`config.mk`:
```
export PLATFORM = sky130hd
export DESIGN_NAME = ram_burst_reader
export DESIGN_NICKNAME = d
export VERILOG_FILES = /design/src/rtl/ram_burst_reader.sv
export SDC_FILE = /design/constraint.sdc
export NUM_CORES = 1
export LEC_CHECK = 0
export CAP_MARGIN = 0
export CORE_UTILIZATION = 51
export DETAILED_ROUTE_END_ITERATION = 8
export GPL_ROUTABILITY_DRIVEN = 0
export PLACE_DENSITY = 0.81
export SETUP_SLACK_MARGIN = 0.3
export SLEW_MARGIN = 20
export SYNTH_ARGS = -nofsm -noshare
export SYNTH_HDL_FRONTEND = slang
export SYNTH_SLANG_ARGS = --single-unit
```
`constraint.sdc`:
```
create_clock -name AClkH -period 3.8 [get_ports AClkH]
set_input_delay 0.57 -clock AClkH [delete_from_list [all_inputs] [get_ports AClkH]]
set_output_delay 0.57 -clock AClkH [all_outputs]
set_load 0.03 [all_outputs]
```
`src/rtl/ram_burst_reader.sv`:
```
`default_nettype none
// ============================================================================
// Module   : ram_burst_reader
// Purpose  : Reads a burst of consecutive words from a single-port RAM with
//            one-cycle read latency and presents them on a ready/valid
//            stream through a 2-entry output buffer.
// Ports    : AClkH/AResetHN  - clock (rising edge), async active-low reset
//            AClkHEn         - clock enable for the control path
//            ACmd*           - burst command (start address, length, handshake)
//            ARam*           - RAM read port (write enable tied low)
//            AStrm*          - output stream (data, valid, last, ready)
//            ABusy / ADone   - burst in progress / completion pulse
// Revision : 1.0 - initial release
// ============================================================================
module ram_burst_reader #(
  parameter int CAddrLen = 13,
  parameter int CDataLen = 128,
  parameter int CLenLen  = 8
) (
  input  logic                AClkH,
  input  logic                AResetHN,
  input  logic                AClkHEn,
  input  logic [CAddrLen-1:0] ACmdAddr,
  input  logic [CLenLen-1:0]  ACmdLen,
  input  logic                ACmdValid,
  output logic                ACmdReady,
  output logic [CAddrLen-1:0] ARamAddr,
  output logic                ARamRdEn,
  output logic                ARamWrEn,
  input  logic [CDataLen-1:0] ARamMiso,
  output logic [CDataLen-1:0] AStrmData,
  output logic                AStrmValid,
  output logic                AStrmLast,
  input  logic                AStrmReady,
  output logic                ABusy,
  output logic                ADone
);

  localparam logic [CAddrLen-1:0] c_addrOne = {{(CAddrLen-1){1'b0}}, 1'b1};
  localparam logic [CLenLen-1:0]  c_lenOne  = {{(CLenLen-1){1'b0}}, 1'b1};
  localparam logic [CLenLen-1:0]  c_lenZero = '0;

  typedef enum logic [1:0] {
    IDLE  = 2'd0,
    RUN   = 2'd1,
    DRAIN = 2'd2
  } state_t;

  state_t r_state;
  state_t w_stateNext;

  logic [CAddrLen-1:0] r_nextAddr;     // address of the next read to issue
  logic [CAddrLen-1:0] r_holdAddr;     // last issued address, shown when idle
  logic [CLenLen-1:0]  r_remain;       // reads still to issue
  logic                r_inFlight;     // read issued in the previous cycle
  logic                r_inFlightLast; // that read is the final burst word
  logic [1:0]          r_occ;          // output buffer occupancy (0..2)
  logic [CDataLen-1:0] r_data0;        // head entry
  logic [CDataLen-1:0] r_data1;
  logic                r_last0;
  logic                r_last1;
  logic                r_done;

  logic                w_issue;
  logic                w_issueLast;
  logic [CAddrLen-1:0] w_issueAddr;
  logic [CLenLen-1:0]  w_curRemain;
  logic                w_pop;
  logic                w_finish;
  logic                w_zeroAccept;
  logic                w_wrSlot0;
  logic [2:0]          w_level;        // occupancy after pop plus in-flight read

  // --------------------------------------------------------------------------
  // State register
  // --------------------------------------------------------------------------
  always_ff @(posedge AClkH or negedge AResetHN) begin
    if (!AResetHN) begin
      r_state <= IDLE;
    end else begin
      r_state <= w_stateNext;
    end
  end

  // --------------------------------------------------------------------------
  // Next state, read issue and handshake decode
  // --------------------------------------------------------------------------
  always_comb begin
    w_stateNext  = r_state;
    ACmdReady    = 1'b0;
    w_issue      = 1'b0;
    w_issueAddr  = r_nextAddr;
    w_curRemain  = r_remain;
    w_finish     = 1'b0;
    w_zeroAccept = 1'b0;
    w_pop        = (r_occ != 2'd0) && AStrmReady && AClkHEn;
    w_level      = {1'b0, r_occ} - {2'b00, w_pop} + {2'b00, r_inFlight};

    case (r_state)
      IDLE: begin
        // Held low during reset and while the completion pulse is still
        // showing, so a new command starts the cycle after ADone.
        ACmdReady = AResetHN && AClkHEn && !r_done;
        if (ACmdValid && ACmdReady) begin
          if (ACmdLen == c_lenZero) begin
            w_zeroAccept = 1'b1;
          end else begin
            // The first read goes out in the accepting cycle (buffer is
            // empty, nothing in flight), giving a 2-cycle first-word latency.
            w_issue     = 1'b1;
            w_issueAddr = ACmdAddr;
            w_curRemain = ACmdLen;
            w_stateNext = (ACmdLen == c_lenOne) ? DRAIN : RUN;
          end
        end
      end
      RUN: begin
        if (AClkHEn && (r_remain != c_lenZero) && (w_level < 3'd2)) begin
          w_issue = 1'b1;
          if (r_remain == c_lenOne) begin
            w_stateNext = DRAIN;
          end
        end
      end
      DRAIN: begin
        // No read is in flight and the buffer empties on this edge.
        if (AClkHEn && !r_inFlight && (w_level == 3'd0)) begin
          w_finish    = 1'b1;
          w_stateNext = IDLE;
        end
      end
      default: begin
        w_stateNext = IDLE;
      end
    endcase

    w_issueLast = w_issue && (w_curRemain == c_lenOne);
  end

  // A capture lands in slot 0 whenever slot 0 is free after this edge's pop.
  assign w_wrSlot0 = (r_occ == 2'd0) || ((r_occ == 2'd1) && w_pop);

  // --------------------------------------------------------------------------
  // Address / count tracking, output buffer and completion pulse
  // --------------------------------------------------------------------------
  always_ff @(posedge AClkH or negedge AResetHN) begin
    if (!AResetHN) begin
      r_nextAddr     <= '0;
      r_holdAddr     <= '0;
      r_remain       <= '0;
      r_inFlight     <= 1'b0;
      r_inFlightLast <= 1'b0;
      r_occ          <= 2'd0;
      r_data0        <= '0;
      r_data1        <= '0;
      r_last0        <= 1'b0;
      r_last1        <= 1'b0;
      r_done         <= 1'b0;
    end else begin
      if (w_issue) begin
        r_nextAddr <= w_issueAddr + c_addrOne;
        r_remain   <= w_curRemain - c_lenOne;
        r_holdAddr <= w_issueAddr;
      end

      // Capture happens on the edge after issue even when the enable is low,
      // because the RAM only presents the word for that one cycle.
      r_inFlight     <= w_issue;
      r_inFlightLast <= w_issueLast;

      if (w_pop) begin
        r_data0 <= r_data1;
        r_last0 <= r_last1;
      end
      if (r_inFlight) begin
        if (w_wrSlot0) begin
          r_data0 <= ARamMiso;
          r_last0 <= r_inFlightLast;
        end else begin
          r_data1 <= ARamMiso;
          r_last1 <= r_inFlightLast;
        end
      end
      r_occ <= r_occ + {1'b0, r_inFlight} - {1'b0, w_pop};

      // The pulse is held across disabled cycles so an enable-qualified
      // observer always sees it for exactly one enabled cycle.
      r_done <= w_finish || w_zeroAccept || (r_done && !AClkHEn);
    end
  end

  assign ARamRdEn   = w_issue;
  assign ARamAddr   = w_issue ? w_issueAddr : r_holdAddr;
  assign ARamWrEn   = 1'b0;
  assign AStrmData  = r_data0;
  assign AStrmValid = (r_occ != 2'd0);
  assign AStrmLast  = (r_occ != 2'd0) && r_last0;
  assign ABusy      = (r_state != IDLE);
  assign ADone      = r_done;

endmodule
`default_nettype wire

```
# Yosys cells after proc, flatten, opt, wreduce, memory -nomap -nowiden
# Index checks and enable logic that the tools add are counted.
[word_totals]
regBits = 299
out_inout_bits = 148
word_cells = 89
[classes]
add_sub_neg = 6
magnitude_cmp = 1
eq_ne = 11
mux = 30
bitwise_logic = 1
reduce_logical = 28
[op_table]
columns = ["cell", "n"]
rows = [
  ["$mux W128", 3],
  ["$mux W13", 4],
  ["$eq A8 B1 Y1 const B", 3],
  ["$mux W8", 3],
  ["$add A13 B1 Y13 const B", 1],
  ["$logic_and A1 B1 Y1", 13],
  ["$mux W1", 12],
  ["$mux W2", 6],
  ["$ne A2 B2 Y1 const B", 5],
  ["$logic_not A8 Y1", 1],
  ["$reduce_bool A8 Y1", 1],
  ["$sub A8 B1 Y8 const B", 1],
  ["$pmux W2 S3", 1],
  ["$reduce_and A5 Y1", 1],
  ["$eq A2 B1 Y1 const B", 2],
  ["$logic_not A2 Y1", 2],
  ["$reduce_bool A2 Y1", 2],
  ["$add A3 B1 Y3", 1],
  ["$logic_not A1 Y1", 3],
  ["$logic_not A3 Y1", 1],
  ["$logic_or A1 B1 Y1", 3],
  ["$lt A3 B2 Y1 const B", 1],
  ["$sub A2 B1 Y3", 1],
  ["$add A2 B1 Y2", 1],
  ["other kinds (5)", 5],
]

# Depth between registers and ports, before layout
[depth]
ltp_word = 11
ltp_mapped = 15

# Worst setup path before layout
# No wires, ideal clock.
[synth_timing]
path_type = "input port to output port"
startpoint = "input AStrmReady"
endpoint = "output ARamAddr[2]"
arrival_time_ns = 3.199
required_time_ns = 3.230
setup_slack_ns = 0.031
path_stages = 11
path_buffers = 2
cell_sequence = "nand2_1 > or3_1 > nand2_1 > ha_1 > fa_1 > nor4b_2 > and2_4 > buf_6 > buf_2 > nand2_1 > a31oi_1"
[synth_via]
elab_chain_cells = 9
[synth_rtl]
columns = ["item", "line_no", "text"]
rows = [
  ["from (decl)", "34", "input logic AStrmReady,"],
  ["$logic_and A1 B1 Y1 (2 in series)", "96", "w_pop = (r_occ != 2'd0) && AStrmReady && AClkHEn;"],
  ["$sub A2 B1 Y3", "97", "w_level = {1'b0, r_occ} - {2'b00, w_pop} + {2'b00, r_inFlight};"],
  ["$add A3 B1 Y3", "97", ""],
  ["via w_level[1]", "72", "logic [2:0] w_level;"],
  ["$lt A3 B2 Y1", "118", "if (AClkHEn && (r_remain != c_lenZero) && (w_level < 3'd2)) begin"],
  ["$logic_and A1 B1 Y1", "118", ""],
  ["$mux W1", "118", ""],
  ["$pmux W1 S2", "99", "case (r_state)"],
  ["$mux W13", "193", "assign ARamAddr = w_issue ? w_issueAddr : r_holdAddr;"],
  ["to (decl)", "27", "output logic [CAddrLen-1:0] ARamAddr,"],
]
# The timed path passes the listed nets, and every way through them passes these cells.

# Final worst setup path
[layout_timing]
startpoint = "register r_occ[0]"
endpoint = "output ARamAddr[6]"
[layout_via]
elab_chain_cells = 10
[layout_rtl]
columns = ["item", "line_no", "text"]
rows = [
  ["from (decl)", "57", "logic [1:0] r_occ;"],
  ["from (signal assigned)", "184", "r_occ <= r_occ + {1'b0, r_inFlight} - {1'b0, w_pop};"],
  ["$reduce_bool A2 Y1", "96", ""],
  ["$logic_and A1 B1 Y1 (2 in series)", "96", ""],
  ["$sub A2 B1 Y3 *", "97", ""],
  ["$add A3 B1 Y3 *", "97", ""],
  ["via w_level[1]", "72", ""],
  ["$lt A3 B2 Y1 *", "118", ""],
  ["$logic_and A1 B1 Y1 *", "118", ""],
  ["$mux W1 *", "118", ""],
  ["$pmux W1 S2 *", "99", ""],
  ["$mux W13 *", "193", ""],
]
# Mark *: on every way through the listed nets, which the timed path passes. The rest lies on a longest branch.

==> results by group <==
Run status
  – Outcome: completed

STA
  – Slew HR: 0.386
  – Final Hold Viols: 0
  – Skew final: 0.0142 ns
  – Final Hold Slack: 0.286 ns
  – Slew Viols, Final: 0
  – Post-route minimum period: 3.77 ns
  – Fin crit share: 0.993
  – Achievable frequency: 265 MHz
  – Final setup vio count: 0
  – Slew @ Worst Pin: 0.922 ns
  – RSZ-0062 raised after global routing: yes

Die
  – Die X-Extent: 163 um
  – Die Height: 163 um
  – Die ar.: 0.0265 sq mm
  – Core Area: 0.0253 sq mm
  – # rows: 58
  – Initial cell density of the core: 0.521
  – Io pins: 302

Global routing
  – GRT Util Overall: 0.241
  – Initial antenna violation count: 1
  – Number of global-route vias before repair: 9,914
  – Largest net degree at the start of global routing: 161
  – Remaining global-route overflow: 0
  – First-pass GRT wire length: 51.2 mm

Worst setup path
  – Crit path largest cell delay: 0.45 ns
  – Startpoint types: flop
  – Crit path required time: 3.23 ns
  – FF-to-FF Start: r_occ[0]$_DFF_PN0_
  – R2R cell count: 14
  – Worst setup endpoint: ARamAddr[6]
  – Crit-path cells: or3_4 > nand2_4 > ha_4 > fa_2 > nor4b_2 > buf_4 > buf_6 > and2_4 > nand2_4 > a31oi_4 > buf_6
  – Crit Reg-Reg Endpoint: r_nextAddr[9]$_DFFE_PN0P_
  – Critical path class: reg -> out
  – Setup slack, reg-to-reg: 0.68 ns
  – Crit-path max FO: 6
  – Crit path DAT: 3.20 ns
  – Critical path launch point: r_occ[0]$_DFF_PN0_
  – CP endpoint kind: output pin
  – Slowest-stage cell, CP: fa_2

Logic synthesis
  – Synth top area share: 0.568
  – Register area share after synthesis: 0.568
  – Main synth FF type: dfrtp_1
  – Leading area contributor after synthesis: dfrtp_1
  – Syn nets: 1,289
  – Post-synth ARST share: 1.00
  – Yosys cell types: 51
  – Top cells by area, synth: dfrtp_1, mux2_2, mux2i_1
  – Yosys warning total: 0
  – Post-Syn Instances: 1,130
  – Post-Synthesis Cell Area: 0.0132 sq mm
  – Syn_area_per_cell: 11.6 sq um
  – Seq cells post-synth: 299
  – Number of flops mapped to enable cells by yosys: 0

Place
  – Port Buffer Count: 300
  – Inst Count DP: 1,716
  – Dpl hpwl: 21.2 mm
  – Dpl cell area: 0.0167 sq mm

Power
  – VDD IR-drop max: 0.586 mV
  – Pwr/cell area: 841 mW/mm^2
  – Final Power: 15.1 mW
  – Lkg Pwr: 8.19 nW

Routing
  – DRT Wirelength: 32.2 mm
  – Avg Vias per Cell: 5.46
  – # DRC: 0
  – Routed len/inst: 18.0 um
  – Final ANT Viol Nets: 0
  – First-pass DRT Iterations: 5
  – DRT iter0 DRCs: 702
  – Detailed-route via count: 9,758

Clock network
  – TritonCTS Buffers: 31
  – Cts hold-fix bufs: 0
  – Reg clk slew, reported paths: 0.06 ns
  – H-Tree Depth: 1
  – Longest Clk Path Bufs: 3
  – Clock Latency Late Sink: 0.55 ns
  – CTS Sinks: 299
  – Clk root buf: clkbuf_16
  – CTS tree: done

Hold path
  – Worst hold path type: in -> async

Final layout
  – Post-Layout Inst Area: 0.0180 sq mm
  – Area grow syn2layout: 36.5%
  – Commonest cells after routing, fill and taps aside: dfrtp_1, clkdlybuf4s50_1, nand2_1
  – Commonest non-fill, non-tap cell in the layout: dfrtp_1
  – Final Util: 0.711
  – Final nets: 1,593
  – Layout fillers: 1,784
  – Final Non-Filler Cells: 1,788
  – Layout cell share with drive strength beyond 1: 0.195

Run
  – Max cap viols: 0
[registers in the layout, summed over array words and instances, names as in the netlist, 2 cells and up]
name,cells
AStrmData,128
r_remain,8
r_data1,128
r_holdAddr,13
r_occ,2
r_nextAddr,13
r_state,2
[metrics by stage]
step | setup TNS [ns] | setup WS, ns
finish | 0 | 0.0261
global route | -0.293 | -0.0376
detailed placement | -3.28 | -0.491
global placement | -2.84 | -0.457
CTS | -0.0177 | -0.00660
floorplan | 0 | 0.315
[what timing repair did]
item	in CTS	in global routing
setup buffers	10	4
resized for setup	56	2
pin swaps	21	9
gates cloned	1	0
setup endpoints to repair	14	14
[metal layers]
metal	part of all wire	global-route usage	up-vias
met1	0.41	0.309	4779
li1	-	-	4554
met4	0.031	0.0799	0
met3	0.082	0.0670	63
met5	0	0	-
met2	0.48	0.393	362
[cells in the mapped netlist (all sizes together), types with 2 or more instances]
| master | instances |
|---|---|
| or2 | 3 |
| mux2 | 133 |
| ha | 4 |
| inv | 5 |
| nand2b | 4 |
| mux2i | 130 |
| dfrtp | 299 |
| xor2 | 11 |
| nand3 | 19 |
| xnor2 | 12 |
| a22oi | 4 |
| or3 | 4 |
| nand2 | 185 |
| o22ai | 3 |
| clkbuf | 28 |
| or4 | 2 |
| o21ai | 146 |
| o211ai | 8 |
| nand4 | 8 |
| and2 | 4 |
| nor2 | 31 |
| o21a | 3 |
| a21oi | 7 |
| nor3 | 4 |
| a31oi | 12 |
| and3 | 5 |
| nor4 | 2 |
| buf | 43 |
[logic make-up (layout without fill, tap and decap cells)]
logic type,count (synthesis),in the layout,share of synthesized area
AOI/OAI and AO/OA,187,187,0.0765
xor gates and xnor gates,23,23,0.0153
adders and majority gates,5,5,0.00532
buffers and inverters,76,402,0.0275
DFF,299,299,0.568
muxes,263,263,0.214
other,1,2,0.000285
and+or+nand+nor,276,277,0.0929
[final cells by class]
type                            count  area, sq um  share of cell area
Clock inverter                      9         51.3             0.00286
Clock buffer                       47          936              0.0521
Inverter                            5         18.8             0.00104
Tap cell                          330          413              0.0230
Sequential cell                   299         7480               0.416
Multi-Input combinational cell    756         5620               0.313
Antenna cell                        1         2.50            0.000139
Timing Repair Buffer              341         3440               0.191
[critical path: cells and delay by family, from the launching register on]
family	cells	cell delay (ns)
adder cells (fa/ha/maj)	2	0.57
AO/OA/AOI/OAI	1	0.19
AND/OR/NAND/NOR	5	1.05
buffers and inverters	3	0.46
flip-flops	1	0.39
[where the power goes]
part / switching (mW) / internal [mW] / leakage (nW) / total (mW)
Clock: 1.21 / 1.69 / 0.493 / 2.89
Sequential: 0.907 / 4.74 / 3.65 / 5.65
Combinational: 3.46 / 3.12 / 4.04 / 6.58
Total: 5.58 / 9.54 / 8.19 / 15.1
[worst min-delay path by stage]
| stage | endpoint | slack, ns | depth (start not counted) |
|---|---|---|---|
| after floorplan | ADone$_DFF_PN0_ | 0.27 | 0 |
| after global placement | r_last0$_DFF_PN0_ | 0.45 | 2 |
| after detailed placement | r_holdAddr[0]$_DFF_PN0_ | 0.48 | 1 |
| after CTS | r_last1$_DFFE_PN0P_ | 0.30 | 2 |
| after global routing | r_last1$_DFFE_PN0P_ | 0.36 | 2 |
| final | r_last1$_DFFE_PN0P_ | 0.29 | 2 |
Power figures use the tool's default switching activity.
